File: src/rtl/fetch_pkg.sv
// fetch_pkg
//   Shared constants and types for the instruction prefetch stage.
//   INST_NOP          instruction shown on inst before anything has been popped
//   PC_STEP           byte distance between sequential fetch addresses
//   RESET_PC_DEFAULT  default first fetch address after reset
//   fetch_entry_t     {inst, pc} pair at the default 32/64-bit widths
package fetch_pkg;

  localparam logic [31:0] INST_NOP         = 32'h47FF_041F;
  localparam int unsigned PC_STEP          = 4;
  localparam logic [63:0] RESET_PC_DEFAULT = 64'h0;

  typedef struct packed {
    logic [31:0] inst;
    logic [63:0] pc;
  } fetch_entry_t;

endpackage

File: src/rtl/fetch_fifo.sv
// fetch_fifo
//   Small synchronous FIFO holding {inst, pc} entries for the prefetch stage.
//   Ports:
//     clk, rst_n   clock / synchronous active-low reset
//     push/wr_data write an entry (simultaneous push+pop allowed, also when full)
//     pop          remove the head entry
//     flush        discard all entries; wins over push and pop
//     rd_data      head entry (undefined when empty)
//     count        occupied entries, 0..DEPTH
//     full/empty   status flags
module fetch_fifo
  import fetch_pkg::*;
#(
  parameter int unsigned DEPTH = 4,
  parameter int unsigned WIDTH = 96,
  localparam int unsigned PTR_W = $clog2(DEPTH),
  localparam int unsigned CNT_W = PTR_W + 1
) (
  input  logic             clk,
  input  logic             rst_n,
  input  logic             push,
  input  logic [WIDTH-1:0] wr_data,
  input  logic             pop,
  input  logic             flush,
  output logic [WIDTH-1:0] rd_data,
  output logic [CNT_W-1:0] count,
  output logic             full,
  output logic             empty
);

  logic [WIDTH-1:0] mem_q [DEPTH];
  logic [WIDTH-1:0] mem_d [DEPTH];
  logic [PTR_W-1:0] wr_ptr_q, wr_ptr_d;
  logic [PTR_W-1:0] rd_ptr_q, rd_ptr_d;
  logic [CNT_W-1:0] count_q, count_d;
  logic             do_push, do_pop;

  assign full  = (count_q == CNT_W'(DEPTH));
  assign empty = (count_q == '0);

  // When full, a push is only legal together with a pop; the written slot is
  // the one being vacated, and the head is read from mem_q before the edge.
  assign do_push = push && !flush && (!full || pop);
  assign do_pop  = pop && !flush && !empty;

  assign rd_data = mem_q[rd_ptr_q];
  assign count   = count_q;

  always_comb begin
    mem_d    = mem_q;
    wr_ptr_d = wr_ptr_q;
    rd_ptr_d = rd_ptr_q;
    count_d  = count_q;
    if (flush) begin
      wr_ptr_d = '0;
      rd_ptr_d = '0;
      count_d  = '0;
    end else begin
      if (do_push) begin
        mem_d[wr_ptr_q] = wr_data;
        wr_ptr_d        = wr_ptr_q + 1'b1;  // DEPTH is a power of 2: wraps naturally
      end
      if (do_pop) begin
        rd_ptr_d = rd_ptr_q + 1'b1;
      end
      case ({do_push, do_pop})
        2'b10:   count_d = count_q + 1'b1;
        2'b01:   count_d = count_q - 1'b1;
        default: count_d = count_q;
      endcase
    end
  end

  always_ff @(posedge clk) begin
    if (!rst_n) begin
      wr_ptr_q <= '0;
      rd_ptr_q <= '0;
      count_q  <= '0;
    end else begin
      wr_ptr_q <= wr_ptr_d;
      rd_ptr_q <= rd_ptr_d;
      count_q  <= count_d;
    end
  end

  // Storage needs no reset: count/pointers decide what is visible.
  always_ff @(posedge clk) begin
    mem_q <= mem_d;
  end

  // Slot reservation upstream must make an unmatched push into a full FIFO impossible.
  always_ff @(posedge clk) begin
    if (rst_n && !flush) begin
      assert (!(push && full && !pop));
    end
  end

endmodule

File: src/rtl/inst_fetch_queue.sv
// inst_fetch_queue
//   Prefetch stage between Icache and Ebox. Generates sequential fetch PCs,
//   keeps at most one Icache request outstanding and buffers returned
//   instructions with their PCs for Ebox. Redirects flush everything.
//   Ports:
//     clk, rst_n                  clock / synchronous active-low reset
//     icache_req, icache_addr     fetch request and its address
//     icache_rvalid, icache_rdata Icache response
//     inst_valid, inst_ready      head-entry handshake with Ebox
//     inst, inst_pc               head instruction and its PC
//     redirect_valid, redirect_pc control-flow redirect from Ebox
//     fill_count                  occupied FIFO entries
module inst_fetch_queue
  import fetch_pkg::*;
#(
  parameter int unsigned       DEPTH    = 4,
  parameter int unsigned       ADDR_W   = 64,
  parameter int unsigned       INST_W   = 32,
  parameter logic [ADDR_W-1:0] RESET_PC = ADDR_W'(RESET_PC_DEFAULT),
  localparam int unsigned      CNT_W    = $clog2(DEPTH) + 1
) (
  input  logic              clk,
  input  logic              rst_n,
  output logic              icache_req,
  output logic [ADDR_W-1:0] icache_addr,
  input  logic              icache_rvalid,
  input  logic [INST_W-1:0] icache_rdata,
  output logic              inst_valid,
  input  logic              inst_ready,
  output logic [INST_W-1:0] inst,
  output logic [ADDR_W-1:0] inst_pc,
  input  logic              redirect_valid,
  input  logic [ADDR_W-1:0] redirect_pc,
  output logic [CNT_W-1:0]  fill_count
);

  localparam int unsigned       ENTRY_W       = INST_W + ADDR_W;
  localparam logic [ADDR_W-1:0] PC_INC        = ADDR_W'(PC_STEP);
  localparam logic [ADDR_W-1:0] PC_ALIGN_MASK = ~ADDR_W'(3);

  logic [ADDR_W-1:0] fetch_pc_q, fetch_pc_d;
  logic              pending_q, pending_d;
  logic [ADDR_W-1:0] pending_pc_q, pending_pc_d;
  logic [INST_W-1:0] last_inst_q, last_inst_d;
  logic [ADDR_W-1:0] last_pc_q, last_pc_d;

  logic [ENTRY_W-1:0] fifo_rd_data;
  logic [CNT_W-1:0]   fifo_count;
  logic               fifo_full, fifo_empty;
  logic [INST_W-1:0]  head_inst;
  logic [ADDR_W-1:0]  head_pc;

  logic slot_free, issue, resp_push, pop;

  // An outstanding request already owns one slot, so with a request pending
  // the FIFO must have two free slots (one for it, one for the new request).
  assign slot_free = pending_q ? (fifo_count < CNT_W'(DEPTH - 1)) : !fifo_full;

  assign issue     = rst_n && !redirect_valid && (!pending_q || icache_rvalid) && slot_free;
  assign resp_push = pending_q && icache_rvalid && !redirect_valid;
  assign pop       = inst_valid && inst_ready;

  assign icache_req  = issue;
  assign icache_addr = fetch_pc_q;

  assign head_inst = fifo_rd_data[ENTRY_W-1 -: INST_W];
  assign head_pc   = fifo_rd_data[ADDR_W-1:0];

  assign inst_valid = !fifo_empty && !redirect_valid;
  assign inst       = fifo_empty ? last_inst_q : head_inst;
  assign inst_pc    = fifo_empty ? last_pc_q   : head_pc;
  assign fill_count = fifo_count;

  always_comb begin
    fetch_pc_d   = fetch_pc_q;
    pending_d    = pending_q;
    pending_pc_d = pending_pc_q;
    last_inst_d  = last_inst_q;
    last_pc_d    = last_pc_q;
    if (redirect_valid) begin
      // Dropping pending also discards a response for the killed request
      // arriving next cycle: rvalid with nothing pending is ignored.
      pending_d  = 1'b0;
      fetch_pc_d = redirect_pc & PC_ALIGN_MASK;
    end else begin
      if (issue) begin
        pending_d    = 1'b1;
        pending_pc_d = fetch_pc_q;
        fetch_pc_d   = fetch_pc_q + PC_INC;
      end else if (resp_push) begin
        pending_d = 1'b0;
      end
      if (pop) begin
        last_inst_d = head_inst;
        last_pc_d   = head_pc;
      end
    end
  end

  always_ff @(posedge clk) begin
    if (!rst_n) begin
      fetch_pc_q   <= RESET_PC;
      pending_q    <= 1'b0;
      pending_pc_q <= '0;
      last_inst_q  <= INST_W'(INST_NOP);
      last_pc_q    <= '0;
    end else begin
      fetch_pc_q   <= fetch_pc_d;
      pending_q    <= pending_d;
      pending_pc_q <= pending_pc_d;
      last_inst_q  <= last_inst_d;
      last_pc_q    <= last_pc_d;
    end
  end

  fetch_fifo #(
    .DEPTH (DEPTH),
    .WIDTH (ENTRY_W)
  ) u_fifo (
    .clk     (clk),
    .rst_n   (rst_n),
    .push    (resp_push),
    .wr_data ({icache_rdata, pending_pc_q}),
    .pop     (pop),
    .flush   (redirect_valid),
    .rd_data (fifo_rd_data),
    .count   (fifo_count),
    .full    (fifo_full),
    .empty   (fifo_empty)
  );

endmodule

File: config.mk
export PLATFORM = sky130hd
export DESIGN_NAME = inst_fetch_queue
export DESIGN_NICKNAME = d
export VERILOG_FILES = /design/src/rtl/fetch_pkg.sv /design/src/rtl/fetch_fifo.sv /design/src/rtl/inst_fetch_queue.sv
export SDC_FILE = /design/constraint.sdc
export NUM_CORES = 1
export LEC_CHECK = 0
export BUFFER_PORTS_ARGS = -buffer_cell sky130_fd_sc_hd__buf_2
export CAP_MARGIN = 5
export CORE_MARGIN = 4
export CORE_UTILIZATION = 55
export CTS_BUF_LIST = sky130_fd_sc_hd__clkbuf_8
export DETAILED_ROUTE_END_ITERATION = 8
export PLACE_DENSITY = 0.81
export SETUP_SLACK_MARGIN = 0.05
export SYNTH_ARGS = -nofsm -noshare
export SYNTH_HDL_FRONTEND = slang
export SYNTH_SLANG_ARGS = --single-unit
export TNS_END_PERCENT = 1
File: constraint.sdc
create_clock -name clk -period 4.7 [get_ports clk]
set_clock_uncertainty 0.1 [all_clocks]
set_input_delay 0.705 -clock clk [delete_from_list [all_inputs] [get_ports clk]]
set_output_delay 0.705 -clock clk [all_outputs]
set_load 0.01 [all_outputs]
Word level (Yosys, flattened, before mapping)
Cells that the tools add are included.
{ "word_totals": {"out_inout_bits": 165, "input_bits": 101, "regBits": 616} }
{ "op_classes": {"reduce_logical": 26, "muxes": 14, "addsub": 5, "eq_ne": 3, "bitwise_logic": 4, "magnitude_cmp": 4} }
{ "ops": {"columns": ["cell", "count"], "rows": [
  ["$bwmux W384", 1],
  ["$mux W96", 3],
  ["$bmux W96 S2", 1],
  ["$demux W96 S2", 1],
  ["$mux W64", 3],
  ["$add A64 B3 Y64 const B", 1],
  ["$mux W32", 1],
  ["$logic_and A1 B1 Y1", 12],
  ["$ge A3 B3 Y1 const B", 2],
  ["$not A2 Y3", 2],
  ["$pmux W3 S2", 1],
  ["$reduce_and A2 Y1", 3],
  ["$reduce_bool A2 Y1", 3],
  ["$add A2 B1 Y2 const B", 2],
  ["$logic_not A1 Y1", 4],
  ["$add A3 B1 Y3 const B", 1],
  ["$eq A3 B3 Y1 const B", 1],
  ["$logic_not A3 Y1", 1],
  ["$lt A3 B1 Y1 const B", 1],
  ["$lt A3 B2 Y1 const B", 1],
  ["$mux W1", 3],
  ["$sub A3 B1 Y3 const B", 1],
  ["$eq A2 B1 Y1 const B", 1],
  ["$eq A2 B2 Y1 const B", 1],
  ["3 further kinds", 5]
]} }

Longest topological paths before layout
Gate-level depths: netlist of run 1.
{ "depth": {"word_depth": 8, "ltp_mapped": 13} }

Modules after synthesis
Synthesis of run 1 repeated with hierarchy kept, for this count alone.
{ "unflattened": {"hier_cells": 1793, "hier_area_um2": 24407.2} }
{ "modules_own_cells": {"columns": ["mod", "area_each_um2", "instances", "cells_per_inst"], "rows": [
  ["fetch_fifo", 14287.5, 1, 555],
  ["inst_fetch_queue", 10119.7, 1, 1238]
]} }

Worst setup path before layout of run 1
OpenSTA, ideal clock, no wires.
{ "synth_timing": {"path_kind": "input port to flip-flop", "from": "input redirect_valid", "to": "register u_fifo.mem_q[100] in the netlist's numbering, enable pin", "path_stages": 3, "t_required_ns": 4.137, "path_slack_ns": 0.486, "t_arrival_ns": 3.651, "cell_sequence": "clkbuf_1 nor3_1 and2_1"} }
{ "synth_between": {"elab_chain_len": 6, "word_cells_on_any_way": 9, "cone_classes": "1 x bitwise; 8 x reduce/logical"} }
{ "synth_lines": {"columns": ["item", "line_no", "rtl"], "rows": [
  ["from (decl)", "inst_fetch_queue.sv:32", "input logic redirect_valid,"],
  ["$logic_not A1 Y1", "fetch_fifo.sv:43, inst_fetch_queue.sv:60, inst_fetch_queue.sv:69", null],
  ["$logic_and A1 B1 Y1", "inst_fetch_queue.sv:69", "assign inst_valid = !fifo_empty && !redirect_valid;"],
  ["$logic_and A1 B1 Y1", "inst_fetch_queue.sv:61", "assign pop = inst_valid && inst_ready;"],
  ["$logic_or A1 B1 Y1", "fetch_fifo.sv:43", "assign do_push = push && !flush && (!full || pop);"],
  ["$logic_and A1 B1 Y1", "fetch_fifo.sv:43", null],
  ["$reduce_and A2 Y1 (no source line) *", null, null],
  ["to (signal assigned)", "fetch_fifo.sv:88", "mem_q <= mem_d;"],
  ["to (decl)", "fetch_fifo.sv:31", "logic [WIDTH-1:0] mem_q [DEPTH];"]
]} }
Every way passes the cells marked *; elsewhere a longest branch is shown, timed or not.
A chain may end at the register's enable or synchronous reset.

Final worst setup path of run 1
{ "layout_timing": {"from": "register u_fifo.count_q[2] (netlist: u_fifo.count[2])", "to": "output inst_pc[19]"} }
{ "layout_between": {"elab_chain_len": 2} }
{ "layout_lines": {"columns": ["item", "line_no", "rtl"], "rows": [
  ["from (decl)", "fetch_fifo.sv:35", "logic [CNT_W-1:0] count_q, count_d;"],
  ["from (signal assigned)", "fetch_fifo.sv:82", "count_q <= count_d;"],
  ["$logic_not A3 Y1", "fetch_fifo.sv:39", "assign empty = (count_q == '0);"],
  ["$mux W64", "inst_fetch_queue.sv:71", "assign inst_pc = fifo_empty ? last_pc_q : head_pc;"],
  ["to (decl)", "inst_fetch_queue.sv:31", "output logic [ADDR_W-1:0] inst_pc,"]
]} }
Every way passes these cells.

==> metrics.md, run 1 <==
| Metric | Value |
|---|---|
| Num ports | 266 |
| Worst-margin pin slew | 1.01 ns |
| Hold path cells | 1 |
| Largest area contributor in the netlist | edfxtp_1 |
| Reg clk slew, reported paths | 0.06 ns |
| Port bufs | 259 |
| Worst-path cell chain | nor3_2 > buf_4 > buf_4 > mux2_2 > buf_2 |
| Tmin final | 4.10 ns |
| Seq/Total Area, Yosys | 65.0% |
| Hpwl dp | 39,000 um |
| Num CTS Buffers | 98 |
| Final setup viols | 0 |
| Hold slack final | 0.145 ns |
| WL final | 63,000 um |
| H-tree levels | 3 |
| Max_cap viols | 0 |
| Worst stage delay on the critical path | 0.74 ns |
| Inst Count DP | 2,608 |
| CTS sink cnt | 602 |
| CP Max Fanout | 50 |
| CP startpoint kind | flop |
| All-Layer GR Usage | 26.2% |
| Via density | 5.98 |
| HP Class | in2reg |
| Syn Area/Cell | 13.1 um^2 |
| Worst path bufs/invs | 3 |
| Data arrival, critical path | 3.29 ns |
| Worst reg2reg path depth | 6 |
| Iteration-0 DRC count of the detailed router | 1,649 |
| Row cnt | 76 |
| Total placed instance area | 0.0262 mm^2 |
| Core area | 0.0434 mm^2 |
| Largest cells by area after synthesis | edfxtp_1, dfxtp_1, mux4_2 |
| Element type at the critical path end | output pin |
| Post-route setup slack | 0.604 ns |
| Syn Inst Count | 1,856 |
| Slowest CP cell | buf_4 |
| Post-CTS Hold Buffers | 0 |
| Initial antenna violation count | 5 |
| Die ar. | 0.0477 mm^2 |
| PwrDens | 376 mW/mm^2 |
| Outcome | complete, no violations |
| Synthesis warning total | 0 |
| Final Net Count | 2,231 |
| Final period util | 87.1% |
| CP Depth | 5 |
| Power, Total | 10.6 mW |
| First-pass GRT wire length | 95,800 um |
| Relative slew margins | 32.3% |
| Fin cells | 2,796 |
| Post-synth EDFFs | 376 |
| FF+latch count, synth | 602 |
| CTS tree | yes |
| Post-cts sizing count | 0 |
| Mapped Area | 0.0243 mm^2 |
| Design area | 0.0282 mm^2 |
| Share of cells above drive strength 1 | 28.9% |
| Die Wd | 218 um |
| Worst EP required | 3.89 ns |
| GRT overflow | 0 |
| Most Frequent Cell on Critical Path | buf_4 |
| Setup Buffers After CTS | 0 |
| Worst IR Drop VDD | 0.296 mV |
| Layout area overhead | 15.7% |
| Asr flop ratio synth | 0% |
| Routed len/inst | 22.5 um |
| Root buf cell | clkbuf_8 |
| Pre-CTS setup slack | 0.994 ns |
| Synth top area share | 46.4% |
| Final ANT Viol Nets | 0 |
| Die Y | 218 um |
| DR pass1 iterations | 6 |
| Setup TNS | 0 ns |
| RD Place Congestion | 0.827 |
| Largest net degree at the start of global routing | 112 |
| Setup Crit Path Kind | reg2out |
| DRC violations left | 0 |
| Clock buffer depth | 3 |
| Lkg Pwr | 10.3 nW |
| Clock latency on the worst-skew pair | 0.69 ns |
| Finished Core Util | 65.0% |
| Initial Util | 56.1% |
| DR vias | 16,700 |
| Cell variety after synth | 66 |
| Unrepaired setup endpoints after global routing | false |
| Final Max Tran Viols | 0 |
| CP top delay family | buffers and inverters |
| Top FF cell, synth | edfxtp_1 |
| Fmax | 244 MHz |
| Vias in the first global route | 16,900 |
| Fin. Hold Viols | 0 |
-- cells by family (layout without fill, tap and decap cells) --
| kind of cell | after synthesis | after routing | share of synthesized area (%) |
|---|---|---|---|
| adders and majority gates | 7 | 7 | 0.391 |
| AOI/OAI and AO/OA | 294 | 294 | 7.12 |
| DFF | 602 | 602 | 65.0 |
| and+or+nand+nor | 602 | 602 | 11.3 |
| muxes | 190 | 190 | 13.1 |
| other | 1 | 7 | 0.0154 |
| xor gates and xnor gates | 18 | 18 | 0.648 |
| buffers and inverters | 142 | 491 | 2.46 |
-- report_power, final --
group	internal, mW	switching, mW
logic	0.146	0.264
clock network	2.39	2.05
registers	5.65	0.0982
total	8.19	2.41
-- layer usage --
metal	vias up	part of all wire [%]	global-route usage, %
met5	-	0.033	0
met4	4	2.7	9.94
met3	131	9.8	5.98
met2	865	49	43.0
met1	8194	39	34.5
li1	7513	-	-
-- layout make-up --
| cell class | count | area [um^2] |
|---|---|---|
| Antenna cell | 3 | 7.51 |
| Clock buffer | 114 | 1570 |
| Clock inverter | 71 | 395 |
| Fill cell | 3127 | 15200 |
| Inverter | 17 | 72.6 |
| Multi-Input combinational cell | 1115 | 7970 |
| Sequential cell | 602 | 15800 |
| Tap cell | 585 | 732 |
| Timing Repair Buffer | 289 | 1600 |
-- worst register-to-register path, stage by stage (launching register included) --
cell and delay [ns]:
dfxtp_1 0.40, o21bai_1 0.32, a221o_4 0.51, clkinv_2 0.53, nor2_1 0.94, o21ai_0 0.23
a31oi_1 0.22
-- cells in the mapped netlist (10+ instances only) --
master and count:
nand2_1 383, edfxtp_1 376, dfxtp_1 226, a21oi_1 165, mux2_2 94, mux4_2 94
clkbuf_1 80, nand3_1 63, o21ai_0 39, nor2_1 31, buf_2 27, nand4_1 27
a31oi_1 18, nor3_1 16, or4_1 16, inv_1 13, nor4_1 13, or3_1 13
buf_1 12, and3_1 10, xnor2_1 10
-- placed cells by master, fill, tap and decap left out, types with 9 or more instances in the layout --
| cell type | synthesis | layout |
|---|---|---|
| a21oi_1 | 165 | 165 |
| or3_1 | 13 | 13 |
| nand2_1 | 383 | 382 |
| mux2_2 | 94 | 94 |
| inv_1 | 13 | 54 |
| xnor2_1 | 10 | 10 |
| or4_1 | 16 | 16 |
| a31oi_1 | 18 | 18 |
| edfxtp_1 | 376 | 376 |
| and4_1 | 9 | 9 |
| nor2_1 | 31 | 31 |
| buf_4 | 4 | 24 |
| nand4_1 | 27 | 27 |
| mux4_2 | 94 | 94 |
| o21ai_0 | 39 | 39 |
| nor4_1 | 13 | 13 |
| clkbuf_8 | 0 | 114 |
| clkinv_2 | 1 | 11 |
| and3_1 | 10 | 10 |
| nand3_1 | 63 | 63 |
| dfxtp_1 | 226 | 224 |
| nor3_1 | 16 | 15 |
| clkinv_1 | 1 | 9 |
| buf_2 | 27 | 259 |
-- final timing paths --
kind	start	end	slack, ns
setup / recovery	u_fifo.count[2]	inst_pc[19]	0.60
hold / removal	icache_rdata[27]	u_fifo.mem_q[379]	0.14
setup reg to reg	u_fifo.count[0]	icache_addr[15]	1.37
hold reg to reg	last_pc_q[55]	last_pc_q[55]	0.35
-- registers in the layout (all words and copies together) (netlist names), 2 cells and up --
name	cells
icache_addr	62
last_inst_q	32
last_pc_q	62
pending_pc_q	62
u_fifo.count	3
u_fifo.mem_q	376
u_fifo.rd_ptr_q	2
u_fifo.wr_ptr_q	2
(Power assumes the default switching activity.)
==> inputs of run 2 (changes only) <==
--- a/config.mk
+++ b/config.mk
@@ -5,6 +5,7 @@
 export SDC_FILE = /design/constraint.sdc
 export NUM_CORES = 1
 export LEC_CHECK = 0
+export ABC_AREA = 1
 export BUFFER_PORTS_ARGS = -buffer_cell sky130_fd_sc_hd__buf_2
 export CAP_MARGIN = 5
 export CORE_MARGIN = 4
@@ -15,5 +16,6 @@
 export SETUP_SLACK_MARGIN = 0.05
 export SYNTH_ARGS = -nofsm -noshare
 export SYNTH_HDL_FRONTEND = slang
+export SYNTH_HIERARCHICAL = 1
 export SYNTH_SLANG_ARGS = --single-unit
 export TNS_END_PERCENT = 1
==> run 2 against run 1 <==
Global-route usage rose by 1.4 points. Largest cell class unchanged. Routed wire length rose by 14%. Flip-flop and latch count rose by 10. First-iteration DRC count rose by 37%.
==> metrics.md, run 2 <==
| Metric | Value |
|---|---|
| Outcome | complete, no violations |
| Clk pwr share | 44.2% |
| Post-route setup slack | 0.467 ns |
| RD Place Congestion | 0.935 |
| Fin. Hold Viols | 0 |
| Reg2reg setup slack | 1.29 ns |
| Most numerous cell in the Yosys netlist | nand2_1 |
| Final ANT Viol Nets | 0 |
| Final setup viols | 0 |
| Relative slew margins | 24.0% |
| HP Start | icache_rdata[24] |
| GRT overflow | 0 |
| Largest cells by area after synthesis | edfxtp_1, dfxtp_1, o21ai_0 |
| Max_cap viols | 0 |
| Top Registers | u_fifo/mem_q x384, last_pc_q x64 |
| Fill count | 3,719 |
| Largest Register | u_fifo/mem_q |
| Final Max Tran Viols | 0 |
| Seq/Total Area, Yosys | 61.3% |
| CTS tree | yes |
| Post-synth EDFFs | 384 |
| Fmax | 236 MHz |
| WL final | 72,100 um |
| Reported net switching power | 2.56 mW |
| Row cnt | 79 |
| PwrDens | 380 mW/mm^2 |
| Power, Total | 11.4 mW |
| Tmin final | 4.23 ns |
| Reg clk slew, reported paths | 0.06 ns |
| Syn Area/Cell | 9.43 um^2 |
| Setup Buffers After CTS | 0 |
| Element type at the critical path end | output pin |
| Num CTS Buffers | 95 |
| DRC violations left | 0 |
| CP Depth | 7 |
| FF+latch count, synth | 612 |
| Finished Core Util | 64.0% |
| Switching Fraction | 22.5% |
| Max reg flops | 384 |
| Core area | 0.0469 mm^2 |
| Vias in the first global route | 20,200 |
| CP startpoint kind | flop |
| Largest net degree at the start of global routing | 107 |
| Register area | 0.0161 mm^2 |
| Slowest CP cell | inv_4 |
| Setup Crit Path Kind | reg2out |
| Hpwl dp | 46,300 um |
| HP Class | in2reg |
| Synth cell count leaders | nand2_1, edfxtp_1, o21ai_0, nor2_1, inv_1 |
| Post-cts sizing count | 0 |
| Asr flop ratio synth | 0% |
| Root buf cell | clkbuf_8 |
| Unrepaired setup endpoints after global routing | false |
| Hold path endpoint | u_fifo/mem_q[88] |
| Synth top area share | 44.0% |
| Comb pwr share | 4.1% |
| Internal cell power | 8.84 mW |
| Port bufs | 261 |
| Die Y | 226 um |
| Pre-CTS setup slack | 1.12 ns |
| CP top delay family | buffers and inverters |
| All-Layer GR Usage | 27.6% |
| DR pass1 iterations | 6 |
| Largest area contributor in the netlist | edfxtp_1 |
| Commonest non-fill, non-tap cells in the layout | nand2_1, edfxtp_1, o21ai_0 |
| DR vias | 21,100 |
| Final Net Count | 3,123 |
| First-pass GRT wire length | 111,000 um |
| Synthesis warning total | 6 |
| Worst-path cell chain | inv_4 > buf_4 > o21ai_1 > o22ai_1 > inv_1 > o21ai_0 > buf_2 |
| Worst EP required | 3.89 ns |
| Most common cell after layout, fill and taps aside | nand2_1 |
| Clock buffer depth | 3 |
| Mapped Area | 0.0262 mm^2 |
| Hold path cells | 1 |
| Initial Util | 56.0% |
| Routed len/inst | 19.5 um |
| Final period util | 90.1% |
| R2r endpoint | u_fifo/mem_q[345] |
| Worst path bufs/invs | 4 |
| Hold slack final | 0.145 ns |
| CTS sink cnt | 612 |
| Layout area overhead | 14.3% |
| Clock latency on the worst-skew pair | 0.68 ns |
| Die Wd | 226 um |
| Worst IR Drop VDD | 0.238 mV |
| Share of cells above drive strength 1 | 16.5% |
| Via density | 5.69 |
| Worst-margin pin slew | 1.14 ns |
| Lkg Pwr | 12.1 nW |
| Worst stage delay on the critical path | 0.76 ns |
| Cell variety after synth | 43 |
| Worst reg2reg path depth | 11 |
| Initial antenna violation count | 2 |
| Design area | 0.0300 mm^2 |
| Die ar. | 0.0513 mm^2 |
| Data arrival, critical path | 3.43 ns |
| Multi-input logic area | 0.00838 mm^2 |
| CP Max Fanout | 86 |
| Worst r2r src | u_fifo/count[1] |
| Iteration-0 DRC count of the detailed router | 2,257 |
| Syn Inst Count | 2,783 |
| Sequential group share of total power | 51.7% |
| Total placed instance area | 0.0278 mm^2 |
| Num ports | 266 |
| Top FF cell, synth | edfxtp_1 |
| H-tree levels | 3 |
| Post-CTS Hold Buffers | 0 |
run 2: worst max-delay path by stage:
stage | startpoint | endpoint | slack, ns
4_1_cts | u_fifo/rd_ptr_q[0] | inst_pc[55] | 0.42
3_3_place_gp | redirect_valid | u_fifo/mem_q[325] | 1.20
6_report | u_fifo/rd_ptr_q[0] | inst_pc[55] | 0.47
2_1_floorplan | redirect_valid | u_fifo/mem_q[0] | -0.31
5_1_grt | u_fifo/rd_ptr_q[0] | inst_pc[55] | 0.24
3_5_place_dp | redirect_valid | u_fifo/mem_q[345] | 1.12
run 2: power groups by stage:
stage	Sequential, mW	Combinational (mW)	Clock [mW]
after floorplan	5.98	0.254	0
after detailed placement	6.00	0.461	0
after global placement	6.00	0.448	0
final	5.89	0.468	5.04
after CTS	5.89	0.464	5.11
after global routing	5.90	0.517	5.39
run 2: cell families after synthesis:
family / Yosys count / synth area share, %
AO/OA/AOI/OAI: 687 / 14.0
XOR/XNOR: 21 / 0.701
adder cells (fa/ha/maj): 7 / 0.362
buffers and inverters: 424 / 6.98
flip-flops: 612 / 61.3
other: 1 / 0.0143
AND/OR/NAND/NOR: 1031 / 16.6
run 2: routing by layer:
| metal | part of all wire (%) | global-route usage, % |
|---|---|---|
| met4 | 2.5 | 9.51 |
| met2 | 47 | 44.2 |
| met3 | 8.1 | 4.45 |
| met1 | 42 | 38.8 |
| met5 | 0 | 0 |
run 2: layout make-up:
class                   instances  share of cell area, %
repair buffers                290                   5.13
clock inverters                68                   2.26
inverters                     260                   3.29
diodes                          3                 0.0250
clock buffers                 111                   5.10
flip-flops and latches        612                   53.7
well taps                     607                   2.53
multi-input cells            1756                   28.0
run 2: per-stage QoR:
step,std cells,TNS [ns]
after floorplan,2792,-118.01
after global placement,3525,0
after detailed placement,3525,0
after CTS,3704,0
after global routing,3706,0
final,3707,0
